### src/rtl/uart_tx_fsm_if.sv
// Host-side transmit bus of uart_tx_fsm: word handshake plus serial line and status.
// Handshake: a word moves on a rising clk edge where tx_valid && tx_ready. Once it
// raises tx_valid, the master holds tx_valid and tx_data stable until that edge.
// tx_ready never depends combinationally on tx_valid.
interface uart_tx_fsm_if #(
  parameter int DATA_BITS = 8
);
  logic [DATA_BITS-1:0] tx_data;
  logic                 tx_valid;
  logic                 tx_ready;
  logic                 tx_line;
  logic                 tx_busy;
  logic                 tx_done;

  modport master (
    output tx_data,
    output tx_valid,
    input  tx_ready,
    input  tx_line,
    input  tx_busy,
    input  tx_done
  );

  modport slave (
    input  tx_data,
    input  tx_valid,
    output tx_ready,
    output tx_line,
    output tx_busy,
    output tx_done
  );
endinterface

### src/rtl/uart_tx_fsm.sv
// UART transmitter: start(0), DATA_BITS data bits LSB first, one parity bit, stop(1).
// Define TX_TWO_STOP_EN to send two stop bits instead of one.
module uart_tx_fsm #(
  parameter int CLKS_PER_BIT = 434,
  parameter int DATA_BITS    = 8,
  parameter int PARITY_ODD   = 0
) (
  input  logic         clk,
  input  logic         reset,
  uart_tx_fsm_if.slave txIf,
  output logic [2:0]   dbgState
);

  localparam int CW = $clog2(CLKS_PER_BIT);
  localparam int IW = $clog2(DATA_BITS + 1);
  localparam logic [CW-1:0] LAST_CNT = CW'(CLKS_PER_BIT - 1);
  localparam logic [IW-1:0] LAST_IDX = IW'(DATA_BITS - 1);
  localparam logic          ODD_PAR  = (PARITY_ODD != 0);

  typedef enum logic [2:0] {
    IDLE   = 3'd0,
    START  = 3'd1,
    DATA   = 3'd2,
    PARITY = 3'd3,
    STOP   = 3'd4
  } txStateT;

  txStateT              state, stateNext;
  logic [CW-1:0]        clkCnt, clkCntNext;
  logic [IW-1:0]        bitIdx, bitIdxNext;
  logic [DATA_BITS-1:0] shiftReg, shiftNext;
  logic                 parityReg, parityNext;
  logic                 lineReg, lineNext;
  logic                 accept;
  logic                 bitEnd;
  logic                 lastStop;

`ifdef TX_TWO_STOP_EN
  // Marks the second of the two stop bits.
  logic stopIdx, stopIdxNext;

  always_ff @(posedge clk or negedge reset) begin
    if (!reset) begin
      stopIdx <= 1'b0;
    end else begin
      stopIdx <= stopIdxNext;
    end
  end

  always_comb begin
    stopIdxNext = stopIdx;
    if (state == PARITY) begin
      stopIdxNext = 1'b0;
    end else if (state == STOP && bitEnd && !stopIdx) begin
      stopIdxNext = 1'b1;
    end
  end

  assign lastStop = stopIdx;
`else
  assign lastStop = 1'b1;
`endif

  assign accept = txIf.tx_valid && (state == IDLE);
  assign bitEnd = (clkCnt == LAST_CNT);

  always_ff @(posedge clk or negedge reset) begin
    if (!reset) begin
      state     <= IDLE;
      clkCnt    <= '0;
      bitIdx    <= '0;
      shiftReg  <= '0;
      parityReg <= 1'b0;
      lineReg   <= 1'b1;
    end else begin
      state     <= stateNext;
      clkCnt    <= clkCntNext;
      bitIdx    <= bitIdxNext;
      shiftReg  <= shiftNext;
      parityReg <= parityNext;
      lineReg   <= lineNext;
    end
  end

  always_comb begin
    stateNext  = state;
    clkCntNext = clkCnt;
    bitIdxNext = bitIdx;
    shiftNext  = shiftReg;
    parityNext = parityReg;
    lineNext   = 1'b1;

    case (state)
      IDLE: begin
        if (accept) begin
          stateNext  = START;
          clkCntNext = '0;
          bitIdxNext = '0;
          shiftNext  = txIf.tx_data;
          parityNext = (^txIf.tx_data) ^ ODD_PAR;
        end
      end

      START: begin
        if (bitEnd) begin
          stateNext  = DATA;
          clkCntNext = '0;
        end else begin
          clkCntNext = clkCnt + 1'b1;
        end
      end

      DATA: begin
        if (bitEnd) begin
          clkCntNext = '0;
          shiftNext  = shiftReg >> 1;
          if (bitIdx == LAST_IDX) begin
            stateNext  = PARITY;
            bitIdxNext = '0;
          end else begin
            bitIdxNext = bitIdx + 1'b1;
          end
        end else begin
          clkCntNext = clkCnt + 1'b1;
        end
      end

      PARITY: begin
        if (bitEnd) begin
          stateNext  = STOP;
          clkCntNext = '0;
        end else begin
          clkCntNext = clkCnt + 1'b1;
        end
      end

      STOP: begin
        if (bitEnd) begin
          clkCntNext = '0;
          if (lastStop) begin
            stateNext = IDLE;
          end
        end else begin
          clkCntNext = clkCnt + 1'b1;
        end
      end

      default: begin
        stateNext  = IDLE;
        clkCntNext = '0;
        bitIdxNext = '0;
      end
    endcase

    // The line is registered from the upcoming state so every bit starts on a clean edge.
    case (stateNext)
      START:   lineNext = 1'b0;
      DATA:    lineNext = shiftNext[0];
      PARITY:  lineNext = parityNext;
      default: lineNext = 1'b1;
    endcase
  end

  assign txIf.tx_line  = lineReg;
  assign txIf.tx_ready = (state == IDLE);
  assign txIf.tx_busy  = (state != IDLE);
  assign txIf.tx_done  = (state == STOP) && bitEnd && lastStop;
  assign dbgState      = state;

endmodule

### src/flat_wrapper.sv
// flat-port wrapper written by rule: the top's interface ports become plain ports
module uart_tx_fsm_flat 
#(
  parameter int CLKS_PER_BIT = 434,
  parameter int DATA_BITS    = 8,
  parameter int PARITY_ODD   = 0
)
  (clk, reset, dbgState, txIf_tx_data, txIf_tx_valid, txIf_tx_ready, txIf_tx_line, txIf_tx_busy, txIf_tx_done);
  uart_tx_fsm_if #(.DATA_BITS(DATA_BITS)) txIf_i ();
  input  logic clk;
  input  logic reset;
  output logic [2:0] dbgState;
  input wire logic [$bits(txIf_i.tx_data)-1:0] txIf_tx_data;
  input wire logic [$bits(txIf_i.tx_valid)-1:0] txIf_tx_valid;
  output wire logic [$bits(txIf_i.tx_ready)-1:0] txIf_tx_ready;
  output wire logic [$bits(txIf_i.tx_line)-1:0] txIf_tx_line;
  output wire logic [$bits(txIf_i.tx_busy)-1:0] txIf_tx_busy;
  output wire logic [$bits(txIf_i.tx_done)-1:0] txIf_tx_done;
  assign txIf_i.tx_data = txIf_tx_data;
  assign txIf_i.tx_valid = txIf_tx_valid;
  assign txIf_tx_ready = txIf_i.tx_ready;
  assign txIf_tx_line = txIf_i.tx_line;
  assign txIf_tx_busy = txIf_i.tx_busy;
  assign txIf_tx_done = txIf_i.tx_done;
  uart_tx_fsm #(.CLKS_PER_BIT(CLKS_PER_BIT), .DATA_BITS(DATA_BITS), .PARITY_ODD(PARITY_ODD)) u_core (.clk(clk), .reset(reset), .txIf(txIf_i), .dbgState(dbgState));
endmodule
### config.mk
export PLATFORM = sky130hd
export DESIGN_NAME = uart_tx_fsm_flat
export DESIGN_NICKNAME = d
export VERILOG_FILES = /design/src/rtl/uart_tx_fsm_if.sv /design/src/rtl/uart_tx_fsm.sv /design/src/flat_wrapper.sv
export SDC_FILE = /design/constraint.sdc
export NUM_CORES = 1
export LEC_CHECK = 0
export ABC_CLOCK_PERIOD_IN_PS = 4700
export BUFFER_PORTS_ARGS = -buffer_cell sky130_fd_sc_hd__buf_2
export CAP_MARGIN = 20
export CORE_MARGIN = 3
export CORE_UTILIZATION = 61
export CTS_CLUSTER_DIAMETER = 120
export DETAILED_ROUTE_END_ITERATION = 8
export PLACE_DENSITY = 0.92
export SYNTH_ARGS = -nofsm -noshare
export SYNTH_HDL_FRONTEND = slang
export SYNTH_SLANG_ARGS = --single-unit
### constraint.sdc
create_clock -name clk -period 4.7 [get_ports clk]
set_clock_uncertainty 0.1 [all_clocks]
set_input_delay 0.94 -clock clk [delete_from_list [all_inputs] [get_ports clk]]
set_output_delay 0.94 -clock clk [all_outputs]
set_load 0.01 [all_outputs]
* Word level (Yosys, flattened, before mapping)
Index checks and enable logic that the tools add are counted.
W data, S select, Z words.
** Operators by class
- Bitwise operators :: 1
- Add/sub/neg operators :: 2
- Equal/unequal tests :: 11
- Mux-type cells :: 20
- Reductions and logical operators :: 10
** Operators by type and width (number)
- $mux W3 :: 6
- $mux W9 :: 2
- $pmux W9 S2 :: 1
- $mux W8 :: 2
- $pmux W8 S2 :: 1
- $pmux W3 S5 :: 1
- $eq A3 B2 Y1 const B :: 4
- $mux W4 :: 3
- $pmux W4 S3 :: 1
- $add A9 B1 Y9 const B :: 1
- $eq A9 B9 Y1 const B :: 1
- $reduce_xor A8 Y1 :: 1
- $eq A3 B1 Y1 const B :: 2
- $reduce_and A3 Y1 :: 2
- $add A4 B1 Y4 const B :: 1
- $eq A4 B3 Y1 const B :: 1
- $ne A2 B1 Y1 const B :: 2
- $reduce_or A4 Y1 :: 1
- $eq A3 B3 Y1 const B :: 1
- $logic_not A3 Y1 :: 1
- $pmux W1 S3 :: 1
- $reduce_bool A3 Y1 :: 1
- $reduce_or A3 Y1 :: 1
- $logic_and A1 B1 Y1 :: 2
- other kinds (3) :: 4
** Word-level totals
- Register bits after elaboration :: 26
- Input port bits :: 11
- Logic and storage cells :: 51

* Longest topological paths before layout
Gate-level depths: netlist (run 1).
- Word-level depth :: 6
- Mapped depth :: 7
- Gate-level depth less buffers :: 7

* Worst setup path after synthesis (run 1)
No wires, ideal clock.
- Path kind :: input to register
- From :: input port txIf_tx_valid
- To :: register u_core.clkCnt[8]
- Arrival :: 1938 ps
- Path slack :: 2526 ps
- Stages :: 5
- Cells stage by stage :: or4_4 > and4_1 > nand3_1 > xor2_1 > nor2_1
** On the way
- Word-level cells in the longest chain between the ends :: 2
** RTL lines
- start, declared :: RTL line flat_wrapper.sv:14 : input wire logic [$bits(txIf_i.tx_valid)-1:0] txIf_tx_valid;
- $logic_and A1 B1 Y1 :: RTL line uart_tx_fsm.sv:64 : assign accept = txIf.tx_valid && (state == IDLE);
- $ne A2 B1 Y1 (no line)
- end signal, assigned :: RTL line uart_tx_fsm.sv:77 : clkCnt <= clkCntNext;
- end, declared :: RTL line uart_tx_fsm.sv:29 : logic [CW-1:0] clkCnt, clkCntNext;
Every way passes these cells.
A chain may end at the register's enable or synchronous reset.

* Worst setup path after layout (run 1)
- From :: register u_core.state[0], in the netlist u_core.dbgState[0]
- To :: output port txIf_tx_done
** On the way
- Word-level cells in the longest chain between the ends :: 2
** RTL lines
- start, declared :: RTL line uart_tx_fsm.sv:28 : txStateT state, stateNext;
- start signal, assigned :: RTL line uart_tx_fsm.sv:76 : state <= stateNext;
- $eq A3 B3 Y1 :: RTL line uart_tx_fsm.sv:167 : assign txIf.tx_done = (state == STOP) && bitEnd && lastStop;
- $logic_and A1 B1 Y1 :: RTL line uart_tx_fsm.sv:167
- end, declared :: RTL line flat_wrapper.sv:18 : output wire logic [$bits(txIf_i.tx_done)-1:0] txIf_tx_done;
Every way passes these cells.

==> flow_summary.yaml, run 1 <==
timing:
  finalCriticalPeriod_ns: 2.64
  hold_viol_final: 0
  drv_slew: 0
  fin_setup_tns_ns: 0
  worst_slew_pin_slew_ns: 0.750
  slew_headroom_pct: 49.8
  setup_violations: 0
  fin_crit_sh_pct: 56.1
  rsz0062_at_grt: "no"
  fmax_mhz: 379
grt:
  grt_pass1_wl_um: 5130
  grt_pass1_vias: 1166
  track_usage_pct: 23.4
  antenna_found_initial: 0
  grt_overflow_total: 0
  grt_max_degree: 27
floorplan:
  die_h_um: 55.1
  io-pin-count: 18
  die_x_um: 55.1
  start_util_pct: 65.2
  rows: 17
  fp.dieArea_sq_um: 3030
  core_area_sq_um: 2250
routing:
  via_count: 1184
  wl_per_cell_um: 15.4
  drt_iter0_drc: 28
  drc: 0
  drt-total-wl_um: 3050
  antenna_left: 0
  drt-pass1-iter-count: 4
  routed_via_density: 5.98
worst_setup_path:
  crit_chain: "nor2_1 -> nand2_1 -> nor2_1 -> buf_2"
  cp_num_buf_inv: 1
  crit_arrival_ns: 1.60
  cpMostUsedCell: "nor2_1"
  worstPathMaxFanout: 10
  crit_start: "u_core.dbgState[0]"
  cp-end-kind: "output pin"
  cp_top_family: "simple AND/OR/NAND/NOR gates"
  r2r-start: "u_core.dbgState[0]"
  required_ns: 3.66
  max_stage_delay_ns: 0.52
  cp_slowest_cell: "dfrtp_1"
  start_kind: "register"
  critPathKind: "register to output pin"
synth:
  yosysWarnings: 0
  syn-instance-count: 152
  synth-edff-count: 0
  synth-async-reset-ratio_pct: 100
  synthDistinctLibCells: 37
  syn_area_sq_um: 1470
  synth_flop_cell: "dfrtp_1"
  ys_ff_latch: 26
  synth_area_per_cell_sq_um: 9.67
  synth_nets: 166
  ys_seq_area_share_pct: 44.3
cts:
  max-clock-path-buffers: 2
  post_cts_buffers: 0
  cts_resized: 0
  hold_buffers: 0
  cts_num_sinks: 26
  cts.clk_slew.worst_paths_ns: 0.14
  cts_made_buffers: 3
  cts_tree: "built"
  cts_max_level: 1
  insertion_delay_ns: 0.33
  clockRootBuffer: "clkbuf_4"
finish:
  drive_above_1_share_pct: 19.4
  fin_nets: 185
  area_delta_synth_final_pct: 9.62
  diodes: 0
  final_util_pct: 71.5
  num-fill-cells: 180
power_and_ir_drop:
  max-vdd-ir-drop_mv: 0.275
  power_density_nw_per_um2: 359
  total_leakage_power_uw: 0.000780
placed_design:
  place_hpwl_um: 2250
  io_buffers: 17
  gp_congestion: 0.886
hold_path:
  min_from: "u_core.bitIdx[3]"
  hp-class: "register to register"
run_status:
  status: "completed"
run:
  drv_cap: 0
==> cells by family after synthesis <==
logic type | count (synthesis) | share of synthesized area, %
flip-flops | 26 | 44.3
adder cells (fa/ha/maj) | 3 | 2.55
XOR/XNOR | 14 | 8.34
AND/OR/NAND/NOR | 74 | 29.6
AO/OA/AOI/OAI | 27 | 12.9
buffers and inverters | 8 | 2.30
==> routing by layer <==
layer | share of wire [%] | global-route usage (%) | vias up | wire (um)
li1 | - | - | 574 | -
met1 | 44 | 30.0 | 568 | 1350
met2 | 49 | 40.7 | 36 | 1500
met3 | 4.5 | 3.75 | 6 | 138
met4 | 1.8 | 6.07 | 0 | 54
met5 | 0 | 0 | - | 0
==> power breakdown <==
part	switching, uW	leakage, uW	internal, uW
combinational	72.8	0.000424	70.2
sequential	48.9	0.000335	272
clock	67.9	0.0000210	47.5
==> synth_stat cells, types with 5 or more instances <==
| cell | number | share of area, % |
|---|---|---|
| a22oi_1 | 6 | 3.1 |
| nor2_1 | 16 | 4.1 |
| dfrtp_1 | 25 | 43 |
| xor2_1 | 5 | 3.0 |
| xnor2_1 | 9 | 5.4 |
| inv_1 | 5 | 1.3 |
| nand3_1 | 9 | 3.1 |
| o21ai_0 | 8 | 2.7 |
| nand2_1 | 27 | 6.9 |
==> cell usage in the layout (no fill, tap or decap), types with 3 or more instances in the layout <==
cell       n
a21oi_1    3
a22oi_1    6
buf_2     17
clkbuf_4   3
dfrtp_1   25
ha_1       3
inv_1      5
nand2_1   27
nand3_1    9
nor2_1    16
o21ai_0    8
o31ai_1    3
xnor2_1    9
xor2_1     5
==> area by class of cell <==
type | instances | area (sq um) | share of cell area (%)
multi-input cells | 118 | 785 | 48.7
flip-flops and latches | 26 | 652 | 40.5
repair buffers | 17 | 85.1 | 5.28
clock buffers | 4 | 36.3 | 2.25
well taps | 28 | 35.0 | 2.17
inverters | 5 | 18.8 | 1.16
==> worst paths after layout <==
check / to / slack (ns) / cells after the start
min in group asynchronous: u_core.clkCnt[5] / 0.48 / 1
worst max-delay path: txIf_tx_done / 2.06 / 4
worst max register to register: u_core.shiftReg[2] / 2.49 / 5
worst min-delay path: u_core.bitIdx[3] / 0.39 / 1
worst min register to register: u_core.bitIdx[3] / 0.39 / 1
max in group asynchronous: u_core.txIf.tx_line / 3.65 / 1
==> flip-flops by register name, summed over array words and instances (netlist names) <==
| register | cells |
|---|---|
| u_core.clkCnt | 9 |
| u_core.shiftReg | 8 |
| u_core.bitIdx | 4 |
| u_core.dbgState | 3 |
| u_core.parityReg | 1 |
| u_core.txIf.tx_line | 1 |
==> per-stage QoR <==
| stage | worst slack [ns] | total power (uW) | area, sq um | std cells | hold WS [ns] |
|---|---|---|---|---|---|
| after detailed placement | 2.30 | 466 | 1580 | 194 | 0.368 |
| after CTS | 2.07 | 579 | 1610 | 198 | 0.392 |
| final | 2.06 | 579 | 1610 | 198 | 0.394 |
| after floorplan | 2.53 | 420 | 1470 | 152 | 0.346 |
| after global routing | 1.96 | 615 | 1610 | 198 | 0.421 |
| after global placement | 2.36 | 454 | 1580 | 194 | 0.360 |
No activity file was read; power rests on OpenSTA's default activity.
==> inputs of run 2 (changes only) <==
--- a/config.mk
+++ b/config.mk
@@ -5,14 +5,15 @@
 export SDC_FILE = /design/constraint.sdc
 export NUM_CORES = 1
 export LEC_CHECK = 0
-export ABC_CLOCK_PERIOD_IN_PS = 4700
+export ABC_AREA = 1
+export ABC_CLOCK_PERIOD_IN_PS = 2500
 export BUFFER_PORTS_ARGS = -buffer_cell sky130_fd_sc_hd__buf_2
 export CAP_MARGIN = 20
 export CORE_MARGIN = 3
-export CORE_UTILIZATION = 61
+export CORE_UTILIZATION = 57
 export CTS_CLUSTER_DIAMETER = 120
 export DETAILED_ROUTE_END_ITERATION = 8
-export PLACE_DENSITY = 0.92
+export PLACE_DENSITY = 0.87
 export SYNTH_ARGS = -nofsm -noshare
 export SYNTH_HDL_FRONTEND = slang
 export SYNTH_SLANG_ARGS = --single-unit
==> constraint.sdc (replaced) <==
create_clock -name clk -period 2.5 [get_ports clk]
set_clock_uncertainty 0.1 [all_clocks]
set_input_delay 0.5 -clock clk [delete_from_list [all_inputs] [get_ports clk]]
set_output_delay 0.5 -clock clk [all_outputs]
set_load 0.01 [all_outputs]
==> flow_summary.yaml, run 2 <==
synth:
  synth_top_area_share_pct: 38.9
  synth-edff-count: 0
  synth_area_per_cell_sq_um: 8.20
  yosysWarnings: 0
  synth_most_common_cell: "nand2_1"
  ys_top_cells_by_count: "nand2_1 (59), dfrtp_1 (25), inv_1 (23)"
  synth_nets: 210
  synthDistinctLibCells: 36
  syn_area_sq_um: 1610
  ys_ff_latch: 26
  synth_flop_cell: "dfrtp_1"
  syn-instance-count: 196
  yosys.area.top_type: "dfrtp_1"
  ys_seq_area_share_pct: 40.5
  synth_area_leaders: "dfrtp_1 (39%), nand2_1 (14%), inv_1 (5.4%), nor2_8 (3.7%), nor2_4 (3.5%)"
  synth-async-reset-ratio_pct: 100
run:
  drv_cap: 0
finish:
  fin_nets: 231
  largest_reg_flops: 9
  diodes: 0
  reg_top3: "u_core.clkCnt x9, u_core.shiftReg x8, u_core.bitIdx x4"
  mostFrequentLayoutCell: "nand2_1"
  area_delta_synth_final_pct: 9.42
  top_register: "u_core.clkCnt"
  drive_above_1_share_pct: 24.1
  mostFrequentLayoutCells: "nand2_1 (59), dfrtp_1 (25), inv_1 (23)"
floorplan:
  fp.dieArea_sq_um: 3490
  start_util_pct: 62.6
  die_h_um: 59.1
  core_area_sq_um: 2570
  rows: 18
  io-pin-count: 18
  die_x_um: 59.1
routing:
  drt-pass1-iter-count: 4
  wl_per_cell_um: 11.8
  routed_via_density: 5.30
  via_count: 1305
  drt_iter0_drc: 80
  drt-total-wl_um: 2900
  antenna_left: 0
  drc: 0
hold_path:
  hp-class: "input pin to async pin"
worst_setup_path:
  required_ns: 1.90
  crit_chain: "inv_1 -> ha_1 -> nand2_1 -> nor2_8 -> nand2_4 -> nor2_1 -> buf_2"
  cp-end-kind: "output pin"
  cp_slowest_cell: "dfrtp_1"
  crit_arrival_ns: 1.54
  start_kind: "register"
  worstPathMaxFanout: 8
  max_stage_delay_ns: 0.42
  critPathKind: "register to output pin"
cts:
  cts_made_buffers: 3
  max-clock-path-buffers: 2
  post_cts_buffers: 0
  cts_resized: 0
  cts.clk_slew.worst_paths_ns: 0.14
  hold_buffers: 0
  cts_num_sinks: 26
  insertion_delay_ns: 0.33
  cts_tree: "built"
  clockRootBuffer: "clkbuf_4"
  cts_max_level: 1
power_and_ir_drop:
  p_int_uw: 564
  clkPwrFrac_pct: 28.0
  p_sw_share_pct: 26.1
  power_frac_comb_pct: 11.9
  power_density_nw_per_um2: 434
  total_leakage_power_uw: 0.000957
  netSwitchingPower_uw: 199
  max-vdd-ir-drop_mv: 0.403
  seqPwrFrac_pct: 60.1
  p_total_uw: 763
run_status:
  status: "completed"
timing:
  slew_headroom_pct: 61.9
  finalCriticalPeriod_ns: 2.14
  rsz0062_at_grt: "no"
  setup_violations: 0
  drv_slew: 0
  hold_viol_final: 0
  worst_slew_pin_slew_ns: 0.571
  fmax_mhz: 467
  fin_crit_sh_pct: 85.6
  fin_setup_tns_ns: 0
placed_design:
  io_buffers: 17
  gp_congestion: 0.834
  place_hpwl_um: 2270
grt:
  antenna_found_initial: 0
  grt_pass1_wl_um: 5050
  grt_overflow_total: 0
  track_usage_pct: 19.1
  grt_pass1_vias: 1197
  grt_max_degree: 27
==> run 2: worst paths after layout <==
path	startpoint	depth (start not counted)	to	slack [ns]
max in group asynchronous	reset	1	u_core.txIf.tx_line	1.87
worst max register to register	u_core.clkCnt[1]	7	u_core.clkCnt[8]	0.86
worst min-delay path	reset	1	u_core.clkCnt[2]	0.04
worst min register to register	u_core.shiftReg[1]	2	u_core.shiftReg[1]	0.40
min in group clk	txIf_tx_data[5]	3	u_core.shiftReg[5]	0.33
worst max-delay path	u_core.clkCnt[1]	7	txIf_tx_done	0.36
==> run 2: logic make-up after synthesis <==
group                      synth area share [%]
DFF                                        40.5
buffers and inverters                      7.32
adders and majority gates                  2.33
and+or+nand+nor                            38.2
AOI/OAI and AO/OA                          9.42
xor gates and xnor gates                   2.18
==> run 2: layout make-up <==
class                      instances  area (sq um)
tap                               30          37.5
clock buffer                       4          36.3
timing repair buffer              17          85.1
fill                             219           808
sequential                        26           652
inverter                          28           110
multi-input combinational        141           838
==> run 2: critical path: cells and delay by family, from the launching register on <==
| kind | cells | cell delay, ns |
|---|---|---|
| simple gates | 4 | 0.46 |
| flops | 1 | 0.42 |
| buf+inv | 2 | 0.21 |
| fa+ha+maj | 1 | 0.13 |
==> run 2: stage by stage <==
stage	cell area [sq um]	utilization, %	hold WS [ns]	cells	setup slack, ns
finish	1760	68.5	0.0413	246	0.361
global route	1760	68.5	0.0869	246	0.242
CTS	1760	68.5	0.0647	246	0.357
detailed placement	1720	67.1	0.369	242	0.734
global placement	1720	67.1	0.363	242	0.744
floorplan	1610	-	0.104	196	0.808
==> run 2: power by group through the flow <==
stage / Sequential [uW] / Clock [uW] / Combinational [uW]
floorplan: 464 / 0 / 59.8
global placement: 466 / 0 / 88.5
detailed placement: 467 / 0 / 91.7
CTS: 459 / 218 / 92.1
global route: 462 / 231 / 104
finish: 459 / 214 / 90.5
==> run 2: layer usage <==
layer / up-vias / global-route usage, % / part of all wire [%]
li1: 666 / - / -
met1: 611 / 24.2 / 47
met2: 23 / 32.2 / 47
met3: 5 / 3.70 / 4.2
met4: 0 / 7.44 / 1.5
met5: - / 0 / 0
